===== src/rtl/letc_core_s1_if.sv =====
// letc_core_s1_if
// Bundles the stage-1 fetch buses: the hand-off to s2, the branch feedback
// from s2, and the MMU instruction port. The master modport is the fetch
// stage; the slave modport is its environment (s2 and MMU side).
`timescale 1ns/1ps
interface letc_core_s1_if;
  logic [64:0] s1_to_s2;      // {valid, pc[31:0], instr[31:0]}
  logic [32:0] s2_to_s1;      // {branch_taken, branch_target[31:0]}
  logic [32:0] mmu_instr_req; // {valid, addr[31:0]} word-aligned byte address
  logic [32:0] mmu_instr_rsp; // {ready, instr[31:0]} instr meaningful only with ready

  modport master (
    output s1_to_s2,
    output mmu_instr_req,
    input  s2_to_s1,
    input  mmu_instr_rsp
  );

  modport slave (
    input  s1_to_s2,
    input  mmu_instr_req,
    output s2_to_s1,
    output mmu_instr_rsp
  );
endinterface


===== src/rtl/letc_core_s1.sv =====
// letc_core_s1 -- LETC core stage 1 (instruction fetch)
// Holds the PC, issues one word fetch at a time to the MMU, and hands the
// fetched {pc, instr} to s2. Trap and branch redirects squash in-flight work;
// a request already outstanding at the MMU is waited out and its data dropped.
// Optional feature: define LETC_CORE_S1_FETCH_COUNT_EN to add the fetch_count
// output (instructions accepted by s2, wrapping at 2^32).
`timescale 1ns/1ps
module letc_core_s1 #(
  parameter logic [31:0] RESET_PC = 32'h0000_0000
) (
  input  logic          clk,
  input  logic          rst,
  input  logic          halt_req,
  input  logic          s2_busy,
  input  logic [31:0]   trap_target_addr,
  input  logic          trap_occurred,
  letc_core_s1_if.master bus
`ifdef LETC_CORE_S1_FETCH_COUNT_EN
  ,
  output logic [31:0]   fetch_count
`endif
);

  typedef enum logic [1:0] {
    ST_FETCH   = 2'd0,
    ST_DISCARD = 2'd1,
    ST_OUTPUT  = 2'd2,
    ST_HALTED  = 2'd3
  } state_t;

  function automatic logic [31:0] word_align(input logic [31:0] addr);
    word_align = {addr[31:2], 2'b00};
  endfunction

  state_t      r_state, w_state_nxt;
  logic [31:0] r_pc, w_pc_nxt;
  logic        r_out_valid, w_out_valid_nxt;
  logic [31:0] r_out_pc, w_out_pc_nxt;
  logic [31:0] r_out_instr, w_out_instr_nxt;
  logic        r_req_valid, w_req_valid_nxt;
  logic [31:0] r_req_addr, w_req_addr_nxt;
  logic        r_halt_pend, w_halt_pend_nxt;
  logic        w_redirect;
  logic [31:0] w_target;
  logic        w_ready;
  logic [31:0] w_rsp_instr;

  // A response only counts while our own request is actually on the bus.
  assign w_ready     = bus.mmu_instr_rsp[32] & r_req_valid;
  assign w_rsp_instr = bus.mmu_instr_rsp[31:0];

  assign bus.s1_to_s2      = {r_out_valid, r_out_pc, r_out_instr};
  assign bus.mmu_instr_req = {r_req_valid, r_req_addr};

  // Redirect selection: trap beats branch; target is forced to a word boundary.
  always_comb begin
    w_redirect = trap_occurred | bus.s2_to_s1[32];
    if (trap_occurred) begin
      w_target = word_align(trap_target_addr);
    end else begin
      w_target = word_align(bus.s2_to_s1[31:0]);
    end
  end

  // Next-state and next-output decode for the fetch FSM.
  always_comb begin
    w_state_nxt     = r_state;
    w_pc_nxt        = r_pc;
    w_out_valid_nxt = r_out_valid;
    w_out_pc_nxt    = r_out_pc;
    w_out_instr_nxt = r_out_instr;
    w_req_valid_nxt = r_req_valid;
    w_req_addr_nxt  = r_req_addr;
    w_halt_pend_nxt = r_halt_pend;
    case (r_state)
      ST_FETCH: begin
        w_halt_pend_nxt = r_halt_pend | halt_req;
        if (w_redirect) begin
          w_pc_nxt        = w_target;
          w_req_valid_nxt = 1'b1;
          if (w_ready || !r_req_valid) begin
            // Nothing left in flight: refetch from the target right away.
            w_state_nxt    = ST_FETCH;
            w_req_addr_nxt = w_target;
          end else begin
            // MMU still owes us a word for the old address; wait it out.
            w_state_nxt    = ST_DISCARD;
            w_req_addr_nxt = r_req_addr;
          end
        end else if (w_ready) begin
          w_out_valid_nxt = 1'b1;
          w_out_pc_nxt    = r_pc;
          w_out_instr_nxt = w_rsp_instr;
          w_pc_nxt        = r_pc + 32'd4;
          w_state_nxt     = ST_OUTPUT;
          w_req_valid_nxt = 1'b0;
        end else begin
          w_req_valid_nxt = 1'b1;
          w_req_addr_nxt  = r_pc;
        end
      end
      ST_DISCARD: begin
        w_halt_pend_nxt = r_halt_pend | halt_req;
        if (w_redirect) begin
          w_pc_nxt = w_target;
        end else begin
          w_pc_nxt = r_pc;
        end
        if (w_ready) begin
          w_state_nxt     = ST_FETCH;
          w_req_valid_nxt = 1'b1;
          if (w_redirect) begin
            w_req_addr_nxt = w_target;
          end else begin
            w_req_addr_nxt = r_pc;
          end
        end else begin
          w_req_valid_nxt = 1'b1;
          w_req_addr_nxt  = r_req_addr;
        end
      end
      ST_OUTPUT: begin
        w_req_valid_nxt = 1'b0;
        if (w_redirect) begin
          // Held instruction is squashed even if s2 looked ready.
          w_out_valid_nxt = 1'b0;
          w_pc_nxt        = w_target;
          w_state_nxt     = ST_FETCH;
          w_req_valid_nxt = 1'b1;
          w_req_addr_nxt  = w_target;
        end else if (!s2_busy) begin
          w_out_valid_nxt = 1'b0;
          if (halt_req || r_halt_pend) begin
            w_state_nxt     = ST_HALTED;
            w_halt_pend_nxt = 1'b0;
          end else begin
            w_state_nxt     = ST_FETCH;
            w_req_valid_nxt = 1'b1;
            w_req_addr_nxt  = r_pc;
          end
        end else begin
          w_state_nxt = ST_OUTPUT;
        end
      end
      ST_HALTED: begin
        w_req_valid_nxt = 1'b0;
        if (w_redirect) begin
          w_pc_nxt        = w_target;
          w_state_nxt     = ST_FETCH;
          w_req_valid_nxt = 1'b1;
          w_req_addr_nxt  = w_target;
        end else if (!halt_req) begin
          w_state_nxt     = ST_FETCH;
          w_req_valid_nxt = 1'b1;
          w_req_addr_nxt  = r_pc;
        end else begin
          w_state_nxt = ST_HALTED;
        end
      end
      default: begin
        w_state_nxt     = ST_FETCH;
        w_req_valid_nxt = 1'b0;
        w_out_valid_nxt = 1'b0;
      end
    endcase
  end

  // State and registered-output update; reset abandons any outstanding fetch.
  always_ff @(posedge clk) begin
    if (rst) begin
      r_state     <= ST_FETCH;
      r_pc        <= RESET_PC;
      r_out_valid <= 1'b0;
      r_out_pc    <= 32'd0;
      r_out_instr <= 32'd0;
      r_req_valid <= 1'b0;
      r_req_addr  <= 32'd0;
      r_halt_pend <= 1'b0;
    end else begin
      r_state     <= w_state_nxt;
      r_pc        <= w_pc_nxt;
      r_out_valid <= w_out_valid_nxt;
      r_out_pc    <= w_out_pc_nxt;
      r_out_instr <= w_out_instr_nxt;
      r_req_valid <= w_req_valid_nxt;
      r_req_addr  <= w_req_addr_nxt;
      r_halt_pend <= w_halt_pend_nxt;
    end
  end

`ifdef LETC_CORE_S1_FETCH_COUNT_EN
  logic        w_consume;
  logic [31:0] r_fetch_count;

  assign w_consume   = (r_state == ST_OUTPUT) & r_out_valid & ~s2_busy & ~w_redirect;
  assign fetch_count = r_fetch_count;

  // Count instructions s2 actually accepted; squashed work never gets here.
  always_ff @(posedge clk) begin
    if (rst) begin
      r_fetch_count <= 32'd0;
    end else if (w_consume) begin
      r_fetch_count <= r_fetch_count + 32'd1;
    end else begin
      r_fetch_count <= r_fetch_count;
    end
  end
`endif

endmodule


===== src/flat_wrapper.sv =====
// flat-port wrapper written by rule: the top's interface ports become plain ports
module letc_core_s1_flat 
#(
  parameter logic [31:0] RESET_PC = 32'h0000_0000
)
  (clk, rst, halt_req, s2_busy, trap_target_addr, trap_occurred, bus_s1_to_s2, bus_mmu_instr_req, bus_s2_to_s1, bus_mmu_instr_rsp);
  letc_core_s1_if bus_i ();
  input  logic clk;
  input  logic rst;
  input  logic halt_req;
  input  logic s2_busy;
  input  logic [31:0] trap_target_addr;
  input  logic trap_occurred;
  output wire logic [$bits(bus_i.s1_to_s2)-1:0] bus_s1_to_s2;
  output wire logic [$bits(bus_i.mmu_instr_req)-1:0] bus_mmu_instr_req;
  input wire logic [$bits(bus_i.s2_to_s1)-1:0] bus_s2_to_s1;
  input wire logic [$bits(bus_i.mmu_instr_rsp)-1:0] bus_mmu_instr_rsp;
  assign bus_s1_to_s2 = bus_i.s1_to_s2;
  assign bus_mmu_instr_req = bus_i.mmu_instr_req;
  assign bus_i.s2_to_s1 = bus_s2_to_s1;
  assign bus_i.mmu_instr_rsp = bus_mmu_instr_rsp;
  letc_core_s1 #(.RESET_PC(RESET_PC)) u_core (.clk(clk), .rst(rst), .halt_req(halt_req), .s2_busy(s2_busy), .trap_target_addr(trap_target_addr), .trap_occurred(trap_occurred), .bus(bus_i));
endmodule

===== config.mk =====
export PLATFORM = sky130hd
export DESIGN_NAME = letc_core_s1_flat
export DESIGN_NICKNAME = d
export VERILOG_FILES = /design/src/rtl/letc_core_s1_if.sv /design/src/rtl/letc_core_s1.sv /design/src/flat_wrapper.sv
export SDC_FILE = /design/constraint.sdc
export NUM_CORES = 1
export LEC_CHECK = 0
export CORE_UTILIZATION = 28
export DETAILED_ROUTE_END_ITERATION = 10
export PLACE_DENSITY = 0.63
export SYNTH_ARGS = -nofsm -noshare
export SYNTH_HDL_FRONTEND = slang
export SYNTH_SLANG_ARGS = --single-unit
export TNS_END_PERCENT = 30

===== constraint.sdc =====
create_clock -name clk -period 5.1 [get_ports clk]
set_clock_uncertainty 0.05 [all_clocks]
set_input_delay 0.765 -clock clk [delete_from_list [all_inputs] [get_ports clk]]
set_output_delay 0.765 -clock clk [all_outputs]
set_load 0.03 [all_outputs]

==> results.py <==
metrics = {
    "clocking": {
        "numCtsBuffers": 17,
        "h-tree-depth": 4,
        "clock_latency_ns": 0.42,
        "cts_root_buffer": "clkbuf_16",
        "ctsHoldBuffers": 0,
        "clock_path_buffers": 2,
        "cts_tree": "yes",
        "clock-sinks": 133,
        "cts_resized": 0,
        "cts_setup_buffers": 0,
        "clk_pin_slew_worst_paths_ns": 0.06,
    },
    "pwr": {
        "pwr_density_cell_nw_per_um2": 317,
        "intPower_mw": 2.09,
        "vdd_ir_drop_max_uv": 166,
        "switchingPower_uw": 777,
        "p_sw_frac": 0.271,
        "p_comb_frac": 0.160,
        "p_seq_frac": 0.403,
        "p_leak_nw": 3.17,
        "p_clk_frac": 0.437,
    },
    "timing": {
        "hold_ws_ns": 0.399,
        "layout_min_cycle_time_ns": 2.91,
        "relSlewSlack": 0.277,
        "rsz0062_at_grt": "false",
        "fmaxAchievable_mhz": 344,
        "worstMarginPinSlew_ns": 1.07,
        "post-route-period-util": 0.571,
        "timing.final.ws_setup_ns": 2.19,
        "drv_slew": 0,
        "final.setup.tns_ns": 0,
        "hold_viol": 0,
        "setup_viol": 0,
    },
    "global_routing": {
        "grt_pass1_wl_um": 35100,
        "grt_pass1_vias": 6122,
        "antenna_found_initial": 0,
        "grt-ovfl-total": 0,
        "grtUsageTotal": 0.193,
        "grt_max_degree": 71,
    },
    "logic_synthesis": {
        "synth_cell_type_count": 64,
        "ys_seq_area_frac": 0.422,
        "synth_top_area_share": 0.422,
        "yosys_register_bits": 133,
        "synth_nets": 935,
        "synth_warnings": 0,
        "yosysMostFrequentCell": "nand2_1",
        "synthTopCellsByArea": "dfxtp_1 42%, nand2_1 12%, a21oi_1 8.2%",
        "syn_area_per_cell_um2": 7.59,
        "synthFlopType": "dfxtp_1",
        "syn_area_um2": 6300,
        "synthArstFlopShare": 0,
        "synth_edf_count": 0,
        "netlist.top_cell.by_area": "dfxtp_1",
        "synthTopCellsByCount": "203 x nand2_1, 133 x dfxtp_1, 103 x a21oi_1, 52 x nor2_1, 50 x clkbuf_1",
        "syn_inst": 831,
    },
    "worst_setup_path": {
        "crit_fanout": 37,
        "cp-start-kind": "input pin",
        "slowest_stage": "o221ai_4",
        "crit_family": "compound AO/OA/AOI/OAI gates",
        "worstSetupEndpointType": "flop",
        "crit_arrival_ns": 3.17,
        "cp_data_required_time_ns": 5.36,
        "slowest_delay_ns": 0.65,
        "cp_cell_sequence": "buf_2 -> or2_2 -> a31oi_1 -> o221ai_4 -> buf_12 -> nor2_1 -> o21a_1",
        "critical_path_buf_inv_count": 2,
        "crit_type": "in2reg",
    },
    "run": {
        "cap_viol_max_count": 0,
    },
    "layout": {
        "syn2layout_area_growth_pct": 43.6,
        "fin_nets": 1092,
        "drive_above_1_share": 0.0610,
        "n_antenna_cell": 0,
        "design_area_um2": 9050,
    },
    "drt": {
        "vias": 6452,
        "postRouteAntennaNets": 0,
        "routed_wl_um": 21700,
        "vias_per_cell": 5.04,
        "routedWlPerCell_um": 17.0,
        "drtIter0Drc": 457,
        "drc_errors": 28,
        "firstDrtPassIters": 8,
    },
    "floorplanning": {
        "ios": 201,
        "die_h_um": 152,
        "die_w_um": 152,
        "core_um2": 22000,
        "die_area_um2": 23100,
        "start_util": 0.287,
        "num_rows": 54,
    },
    "placed_design": {
        "place_congestion": 0.818,
        "placed_cell_area_um2": 8460,
        "port_buffers": 196,
        "place_ws_ns": 1.75,
        "hpwlAfterDp_um": 15300,
    },
    "outcome": {
        "violations": "design-rule violations",
        "outcome": "complete, but fails checks",
    },
    "min_path": {
        "hold_class": "reg2reg",
    },
}
-- stage by stage --
| step | util | std cells | power [mW] |
|---|---|---|---|
| after global placement | 0.385 | 1249 | 1.63 |
| after CTS | 0.412 | 1280 | 2.90 |
| after detailed placement | 0.385 | 1249 | 1.63 |
| after floorplan | - | 831 | 1.42 |
| final | 0.412 | 1280 | 2.87 |
| after global routing | 0.412 | 1280 | 3.00 |
-- flip-flops by register name (all words and copies together) (netlist names) --
name / flops
u_core.r_halt_pend: 1
u_core.r_out_instr: 32
u_core.r_out_pc: 32
u_core.r_out_valid: 1
u_core.r_pc: 32
u_core.r_req_addr: 32
u_core.r_req_valid: 1
u_core.r_state: 2
-- cells in the final DEF (no fill, tap or decap), drive strengths merged, types with 3 or more instances in the layout --
| cell type | synthesis | layout |
|---|---|---|
| a31oi | 8 | 8 |
| nand4 | 12 | 12 |
| a211oi | 6 | 6 |
| nor2b | 6 | 6 |
| nor2 | 52 | 52 |
| clkinv | 1 | 4 |
| o22ai | 3 | 3 |
| bufinv | 0 | 3 |
| a21oi | 103 | 103 |
| o21a | 4 | 4 |
| and3 | 5 | 5 |
| a21boi | 4 | 4 |
| dfxtp | 133 | 133 |
| clkbuf | 53 | 22 |
| buf | 17 | 15 |
| or3 | 6 | 6 |
| clkdlybuf4s50 | 0 | 193 |
| o31ai | 10 | 10 |
| or4 | 4 | 4 |
| nor4 | 9 | 9 |
| and2 | 4 | 4 |
| o221ai | 3 | 3 |
| a31o | 3 | 3 |
| a211o | 9 | 9 |
| a21o | 7 | 7 |
| inv | 9 | 9 |
| nand2 | 203 | 203 |
| o211ai | 9 | 9 |
| nor3 | 18 | 18 |
| o2bb2ai | 4 | 4 |
| nand3 | 26 | 26 |
| clkinvlp | 0 | 3 |
| mux2i | 26 | 26 |
| o21ai | 40 | 40 |
-- worst paths after layout --
kind	startpoint	endpoint	slack [ns]	cells after the start
setup / recovery	bus_s2_to_s1[32]	u_core.r_req_addr[26]	2.19	7
hold reg to reg	u_core.r_pc[0]	u_core.r_pc[0]	0.40	2
hold / removal	u_core.r_pc[0]	u_core.r_pc[0]	0.40	2
setup reg to reg	u_core.r_pc[2]	u_core.r_pc[18]	2.46	6
-- power groups by stage --
stage               logic (mW)  registers, mW  clock network [mW]
floorplan                0.213           1.21                   0
global placement         0.458           1.17                   0
detailed placement       0.459           1.18                   0
CTS                      0.462           1.15                1.29
global route             0.501           1.16                1.33
finish                   0.460           1.16                1.25
-- metal layers --
layer,global-route usage,vias up,part of all wire
li1,-,3238,-
met1,0.271,2964,0.49
met2,0.294,217,0.44
met3,0.0419,33,0.057
met4,0.0612,0,0.017
met5,0,-,0
-- final cells by class --
| type | count | area, µm² |
|---|---|---|
| Multi-Input combinational cell | 618 | 3360 |
| Tap cell | 280 | 350 |
| Clock inverter | 9 | 128 |
| Inverter | 10 | 37.5 |
| Clock buffer | 22 | 464 |
| Sequential cell | 133 | 2660 |
| Fill cell | 2234 | 12900 |
| Timing Repair Buffer | 208 | 2050 |
-- kinds of logic after synthesis --
| family | count (synthesis) | synth area share |
|---|---|---|
| buffers and inverters | 80 | 0.0510 |
| and+or+nand+nor | 354 | 0.249 |
| adders and majority gates | 1 | 0.00198 |
| DFF | 133 | 0.422 |
| AOI/OAI and AO/OA | 232 | 0.227 |
| xor gates and xnor gates | 4 | 0.00556 |
| muxes | 27 | 0.0431 |
-- worst register-to-register path, cell delays in order, from the launching register on --
cell and delay [ns]:
dfxtp_1 0.46, ha_1 0.23, nand3_2 0.17, nor4_1 0.96, nand3_1 0.20, a31o_2 0.28
a32o_1 0.19
(Power assumes the default switching activity.)
